File: config.mk
export PLATFORM = sky130hd
export DESIGN_NAME = brick_map_ctrl
export DESIGN_NICKNAME = d
export VERILOG_FILES = /design/src/rtl/brick_map_ctrl.sv
export SDC_FILE = /design/constraint.sdc
export NUM_CORES = 2
export LEC_CHECK = 0
export CAP_MARGIN = 0
export CORE_AREA = 5 5 498 500
export CTS_CLUSTER_DIAMETER = 60
export DETAILED_ROUTE_END_ITERATION = 8
export DIE_AREA = 0 0 503 505
export DONT_BUFFER_PORTS = 1
export PLACE_DENSITY = 0.41
export RECOVER_POWER = 25
export SETUP_SLACK_MARGIN = 0.3
export SYNTH_ARGS = -nofsm -noshare
export SYNTH_HDL_FRONTEND = slang
export SYNTH_SLANG_ARGS = --single-unit
File: constraint.sdc
create_clock -name frame_clk -period 3.8 [get_ports frame_clk]
set_clock_uncertainty 0.15 [all_clocks]
set_input_delay 0.76 -clock frame_clk [delete_from_list [all_inputs] [get_ports frame_clk]]
set_output_delay 0.76 -clock frame_clk [all_outputs]
set_load 0.01 [all_outputs]
File: src/rtl/brick_map_ctrl.sv
`default_nettype none
// +--------------------------------------------------------------------------+
// | brick_map_ctrl                                                           |
// | Level brick map: ROM row loader plus round-robin brick-hit clearing.     |
// | Rev 1.0                                                                  |
// +--------------------------------------------------------------------------+
module brick_map_ctrl #(
    parameter int ROWS       = 30,
    parameter int COLS       = 40,
    parameter int NUM_REQ    = 2,
    parameter int LEVEL_BITS = 2
) (
    input  logic                  frame_clk,
    input  logic                  Reset_n,
    input  logic                  load_start,
    input  logic [LEVEL_BITS-1:0] level_sel,
    output logic [LEVEL_BITS+4:0] rom_addr,
    input  logic [COLS-1:0]       rom_data,
    input  logic [NUM_REQ-1:0]    hit_valid,
    input  logic [NUM_REQ*5-1:0]  hit_row,
    input  logic [NUM_REQ*6-1:0]  hit_col,
    output logic [NUM_REQ-1:0]    hit_ready,
    output logic [COLS-1:0]       brick_map [0:ROWS-1],
    output logic                  map_ready,
    output logic [15:0]           bricks_destroyed
);
    localparam int c_row_w = 5;
    localparam int c_col_w = 6;
    localparam int c_ptr_w = (NUM_REQ > 1) ? $clog2(NUM_REQ) : 1;
    localparam logic [c_row_w-1:0] c_last_row = c_row_w'(ROWS - 1);
    localparam logic [c_row_w-1:0] c_load_end = c_row_w'(ROWS);

    typedef enum logic [1:0] {
        S_IDLE = 2'd0,
        S_LOAD = 2'd1,
        S_RUN  = 2'd2
    } state_t;

    state_t                  state_q, state_d;
    logic [c_row_w-1:0]      row_q, row_d;
    logic [LEVEL_BITS-1:0]   level_q, level_d;
    logic [LEVEL_BITS+4:0]   rom_addr_q, rom_addr_d;
    logic                    map_ready_q, map_ready_d;
    logic [15:0]             count_q, count_d;
    logic [c_ptr_w-1:0]      ptr_q, ptr_d;
    logic [COLS-1:0]         brick_map_q [0:ROWS-1];
    logic [COLS-1:0]         brick_map_d [0:ROWS-1];

    logic                    w_gnt_found;
    logic [c_ptr_w-1:0]      w_gnt_idx;
    logic [c_ptr_w-1:0]      w_cand;
    logic [c_row_w-1:0]      w_hit_row;
    logic [c_col_w-1:0]      w_hit_col;
    logic                    w_hit_in_range;

    // Arbiter: grants are withheld whenever a load request competes for the map.
    always_comb begin
        w_gnt_found = 1'b0;
        w_gnt_idx   = '0;
        w_cand      = '0;
        hit_ready   = '0;
        if (state_q == S_RUN && !load_start) begin
            for (int off = 0; off < NUM_REQ; off++) begin
                w_cand = c_ptr_w'((int'(ptr_q) + off) % NUM_REQ);
                if (!w_gnt_found && hit_valid[w_cand]) begin
                    w_gnt_found = 1'b1;
                    w_gnt_idx   = w_cand;
                end
            end
        end
        hit_ready[w_gnt_idx] = w_gnt_found;
        w_hit_row      = hit_row[int'(w_gnt_idx)*c_row_w +: c_row_w];
        w_hit_col      = hit_col[int'(w_gnt_idx)*c_col_w +: c_col_w];
        w_hit_in_range = (int'(w_hit_row) < ROWS) && (int'(w_hit_col) < COLS);
    end

    always_comb begin
        state_d     = state_q;
        row_d       = row_q;
        level_d     = level_q;
        rom_addr_d  = rom_addr_q;
        map_ready_d = map_ready_q;
        count_d     = count_q;
        ptr_d       = ptr_q;
        brick_map_d = brick_map_q;
        if (load_start) begin
            state_d     = S_LOAD;
            row_d       = '0;
            level_d     = level_sel;
            rom_addr_d  = {level_sel, {c_row_w{1'b0}}};
            map_ready_d = 1'b0;
            count_d     = '0;
        end else begin
            case (state_q)
                S_LOAD: begin
                    // ROM data trails its address by one cycle, so row_q-1 lands now.
                    if (row_q != '0) begin
                        brick_map_d[row_q - 1'b1] = rom_data;
                    end
                    if (row_q == c_load_end) begin
                        state_d     = S_RUN;
                        map_ready_d = 1'b1;
                    end else begin
                        row_d = row_q + 1'b1;
                        if (row_q < c_last_row) begin
                            rom_addr_d = {level_q, row_q + 1'b1};
                        end
                    end
                end
                S_RUN: begin
                    if (w_gnt_found) begin
                        ptr_d = c_ptr_w'((int'(w_gnt_idx) + 1) % NUM_REQ);
                        if (w_hit_in_range && brick_map_q[w_hit_row][w_hit_col]) begin
                            brick_map_d[w_hit_row][w_hit_col] = 1'b0;
                            if (count_q != 16'hFFFF) begin
                                count_d = count_q + 16'd1;
                            end
                        end
                    end
                end
                default: ;
            endcase
        end
    end

    always_ff @(posedge frame_clk or negedge Reset_n) begin
        if (!Reset_n) begin
            state_q     <= S_IDLE;
            row_q       <= '0;
            level_q     <= '0;
            rom_addr_q  <= '0;
            map_ready_q <= 1'b0;
            count_q     <= '0;
            ptr_q       <= '0;
            brick_map_q <= '{default: '0};
        end else begin
            state_q     <= state_d;
            row_q       <= row_d;
            level_q     <= level_d;
            rom_addr_q  <= rom_addr_d;
            map_ready_q <= map_ready_d;
            count_q     <= count_d;
            ptr_q       <= ptr_d;
            brick_map_q <= brick_map_d;
        end
    end

    assign rom_addr         = rom_addr_q;
    assign map_ready        = map_ready_q;
    assign bricks_destroyed = count_q;
    assign brick_map        = brick_map_q;

endmodule
`default_nettype wire

==> results.toml <==
[outcome]
outcome = "finished with violations"
violations = "max-capacitance violations, max-slew violations, negative setup slack"

[clocking]
clk_pin_slew_worst_paths_ns = 0.06
clock_path_buffers = 3
clockRootBuffer = "clkbuf_16"
cts.sinks = 1233
htreeDepth = 4
cts_buffers = 183
cts_tree = "yes"
clk_latency_ns = 0.90

[yosys]
syn_inst = 8124
mappedNetlistArea_um2 = 71090
ys_ff_latch = 1233
syn_avg_cell_area_um2 = 8.750
yosysMostFrequentCell = "o21ai_0"
syn_nets = 8200
synthArstFlopShare_pct = 100.0
ys_types = 86
yosysTopAreaCell = "dfrtp_1"
synth_edf_count = 0
ys_top_cells_by_count = "1958 x o21ai_0, 1233 x dfrtp_1, 845 x clkbuf_1"
synthTopCellsByArea = "dfrtp_1 43%, o21ai_0 14%, o2bb2ai_1 7.9%, a22o_1 7.0%, clkbuf_1 4.5%"
synth_seq_area_share_pct = 43.40
synthFlopType = "dfrtp_1"
yosysWarnings = 0
yosys.area.top_type_share_pct = 43.40

[routing]
wl_um = 634000
detail_route.wl_per_cell_um = 48.43
drt_iter0_markers = 14793
viasPerCell = 6.751
drc = 0
ant_nets = 0
dr.pass1.iters = 6
vias = 88368

[global_route]
grt_overflow = 0
grt_max_degree = 241
antenna_found_initial = 90
grt_usage_pct = 46.97
grt_pass1_vias = 79885
grt_pass1_wl_um = 812400

[sta]
drv_slew = 450
fmax_ghz = 0.1804
setup_violations = 1432
report.final.hold_viol_count = 0
grt_setup_unrepaired = "true"
period_share_pct = 145.9
tightest_slew_ns = 2.304
final.min_clock_period_ns = 5.545
fin_ws_ns = -1.745
max-slew-margin-rel_pct = -53.62

[critical_path]
start_kind = "flip-flop"
end_kind = "flip-flop"
rrSetupSlack_ns = -1.74
crit_arrival_ns = 6.13
critPathMaxFanout = 9
required_ns = 4.39
r2r_cells = 21
r2r_end = "brick_map[360]"
regToRegStartpoint = "state_q[0]"
path_class = "reg -> reg"
startpoint = "state_q[0]"

[finish]
drive_above_1_share_pct = 31.26
fin_nets = 9761
area_growth_syn_to_layout_pct = 45.89
design_area_um2 = 103700
final_core_util_pct = 42.76

[worst_hold_path]
holdPathStages = 2
holdCritPathClass = "in -> reg"
min_from = "load_start"
min_delay_worst_endpoint = "bricks_destroyed[5]"

[power_and_ir_drop]
power_per_cell_area_nw_per_um2 = 560.6
peakVddDrop_mv = 0.3810
p_leak_nw = 43.84

[floorplanning]
die_w_um = 503
die_h_um = 505
initial_core_util_pct = 29.31
die_area_um2 = 254000
core_um2 = 242500
ioPinCount = 1295
rows = 181

[placement]
place.gp.congestion = 1.011
dp.final_hpwl_um = 442100
port_buffers = 0
post_dp_cell_area_um2 = 92640

[run]
drv_cap = 7
-- report_power, final --
| group | total [mW] | switching, mW | internal, mW |
|---|---|---|---|
| logic | 20.3 | 12.2 | 8.06 |
| clock network | 18.3 | 7.53 | 10.8 |
| registers | 19.6 | 3.29 | 16.3 |
-- worst max path at each step --
stage / depth (start not counted) / end / slack [ns]
6_report: 21 / brick_map[360] / -1.74
5_1_grt: 27 / brick_map[1019] / -1.69
4_1_cts: 23 / brick_map[682] / -1.45
3_5_place_dp: 21 / brick_map[68] / -2.48
3_3_place_gp: 22 / brick_map[8] / -2.49
2_1_floorplan: 18 / bricks_destroyed[8] / -0.73
-- layout make-up --
type | instances | area [µm²]
Inverter | 25 | 96.34
Clock inverter | 80 | 1065
Clock buffer | 245 | 5215
Timing Repair Buffer | 2442 | 24300
Fill cell | 23794 | 138800
Antenna cell | 63 | 157.7
Sequential cell | 1233 | 30850
Multi-Input combinational cell | 5800 | 38010
Tap cell | 3202 | 4006
-- placed cells by master (no fill, tap or decap), types with 37 or more instances in the layout --
cell type	n
a211oi_1	105
a21oi_1	481
a22o_1	568
and3_1	79
buf_12	327
buf_16	44
buf_4	1923
buf_6	43
clkbuf_16	212
dfrtp_1	1233
diode_2	63
dlygate4sd3_1	48
mux2_2	41
mux2i_1	144
nand2_1	780
nand2_2	54
nand2b_1	37
nand3_1	65
nand4_1	38
nor2_1	65
o21ai_0	1538
o21ai_1	417
o22ai_1	75
o2bb2ai_1	642
o41ai_2	52
-- through the flow --
stage	instances	power [mW]	hold slack, ns	worst slack, ns	setup TNS [ns]
after floorplan	8124	25.12	0.3144	-0.7264	-627.69
after global placement	12463	38.07	0.3259	-2.495	-2902.70
after detailed placement	12463	38.18	0.3246	-2.480	-2902.70
after CTS	12937	56.93	-0.6021	-1.451	-1646.15
after global routing	13041	59.04	0.03913	-1.694	-2198.61
final	13090	58.14	0.04060	-1.745	-2108.74
-- metal layers --
metal,wire (µm),vias up,share of wire [%],GRT usage [%]
met1,233600,45187,37,59.04
met3,97630,1545,15,22.13
met2,254600,7650,40,65.79
met5,246,-,0.039,0
li1,-,33956,-,-
met4,47880,30,7.6,26.26
-- state kept, by name, summed over array words and instances, names as in the netlist --
register	count
rom_addr	7
brick_map	1200
ptr_q	1
bricks_destroyed	16
level_q	2
row_q	5
state_q	2
-- logic make-up (layout without fill, tap and decap cells) --
family                   Yosys count  after routing  share of synthesized area [%]
flip-flops                      1233           1233                          43.40
adder cells (fa/ha/maj)            7              7                         0.1232
AO/OA/AOI/OAI                   4241           4241                          38.72
XOR/XNOR                           9              9                         0.1109
AND/OR/NAND/NOR                 1353           1353                          8.683
multiplexers                     190            190                          2.751
other                              0             63                              0
buffers and inverters           1091           2792                          6.203
-- what timing repair did --
item,4_1_cts,5_1_grt
gates resized for setup,167,113
buffers inserted,83,50
hold buffers,45,12
pin swaps,41,46
endpoints found under the hold margin,1055,369
endpoints found under the setup margin,1217,1217
gates cloned,21,27
-- worst max-delay path, stage by stage (launching register included) --
cell      delay, ns
dfrtp_1        0.38
buf_6          0.14
and4bb_4       0.47
buf_4          0.16
a21oi_4        0.06
nor2_4         0.37
buf_4          0.33
mux2i_1        0.20
o21ai_0        0.54
nand4_1        0.34
o31a_1         0.42
nor4_4         0.26
buf_4          0.16
o22ai_4        0.08
buf_6          0.17
o21ai_4        0.15
buf_12         0.18
buf_16         0.19
buf_12         0.16
buf_4          0.17
nand2_1        0.06
a22o_1         0.20
Power figures use the tool's default switching activity.
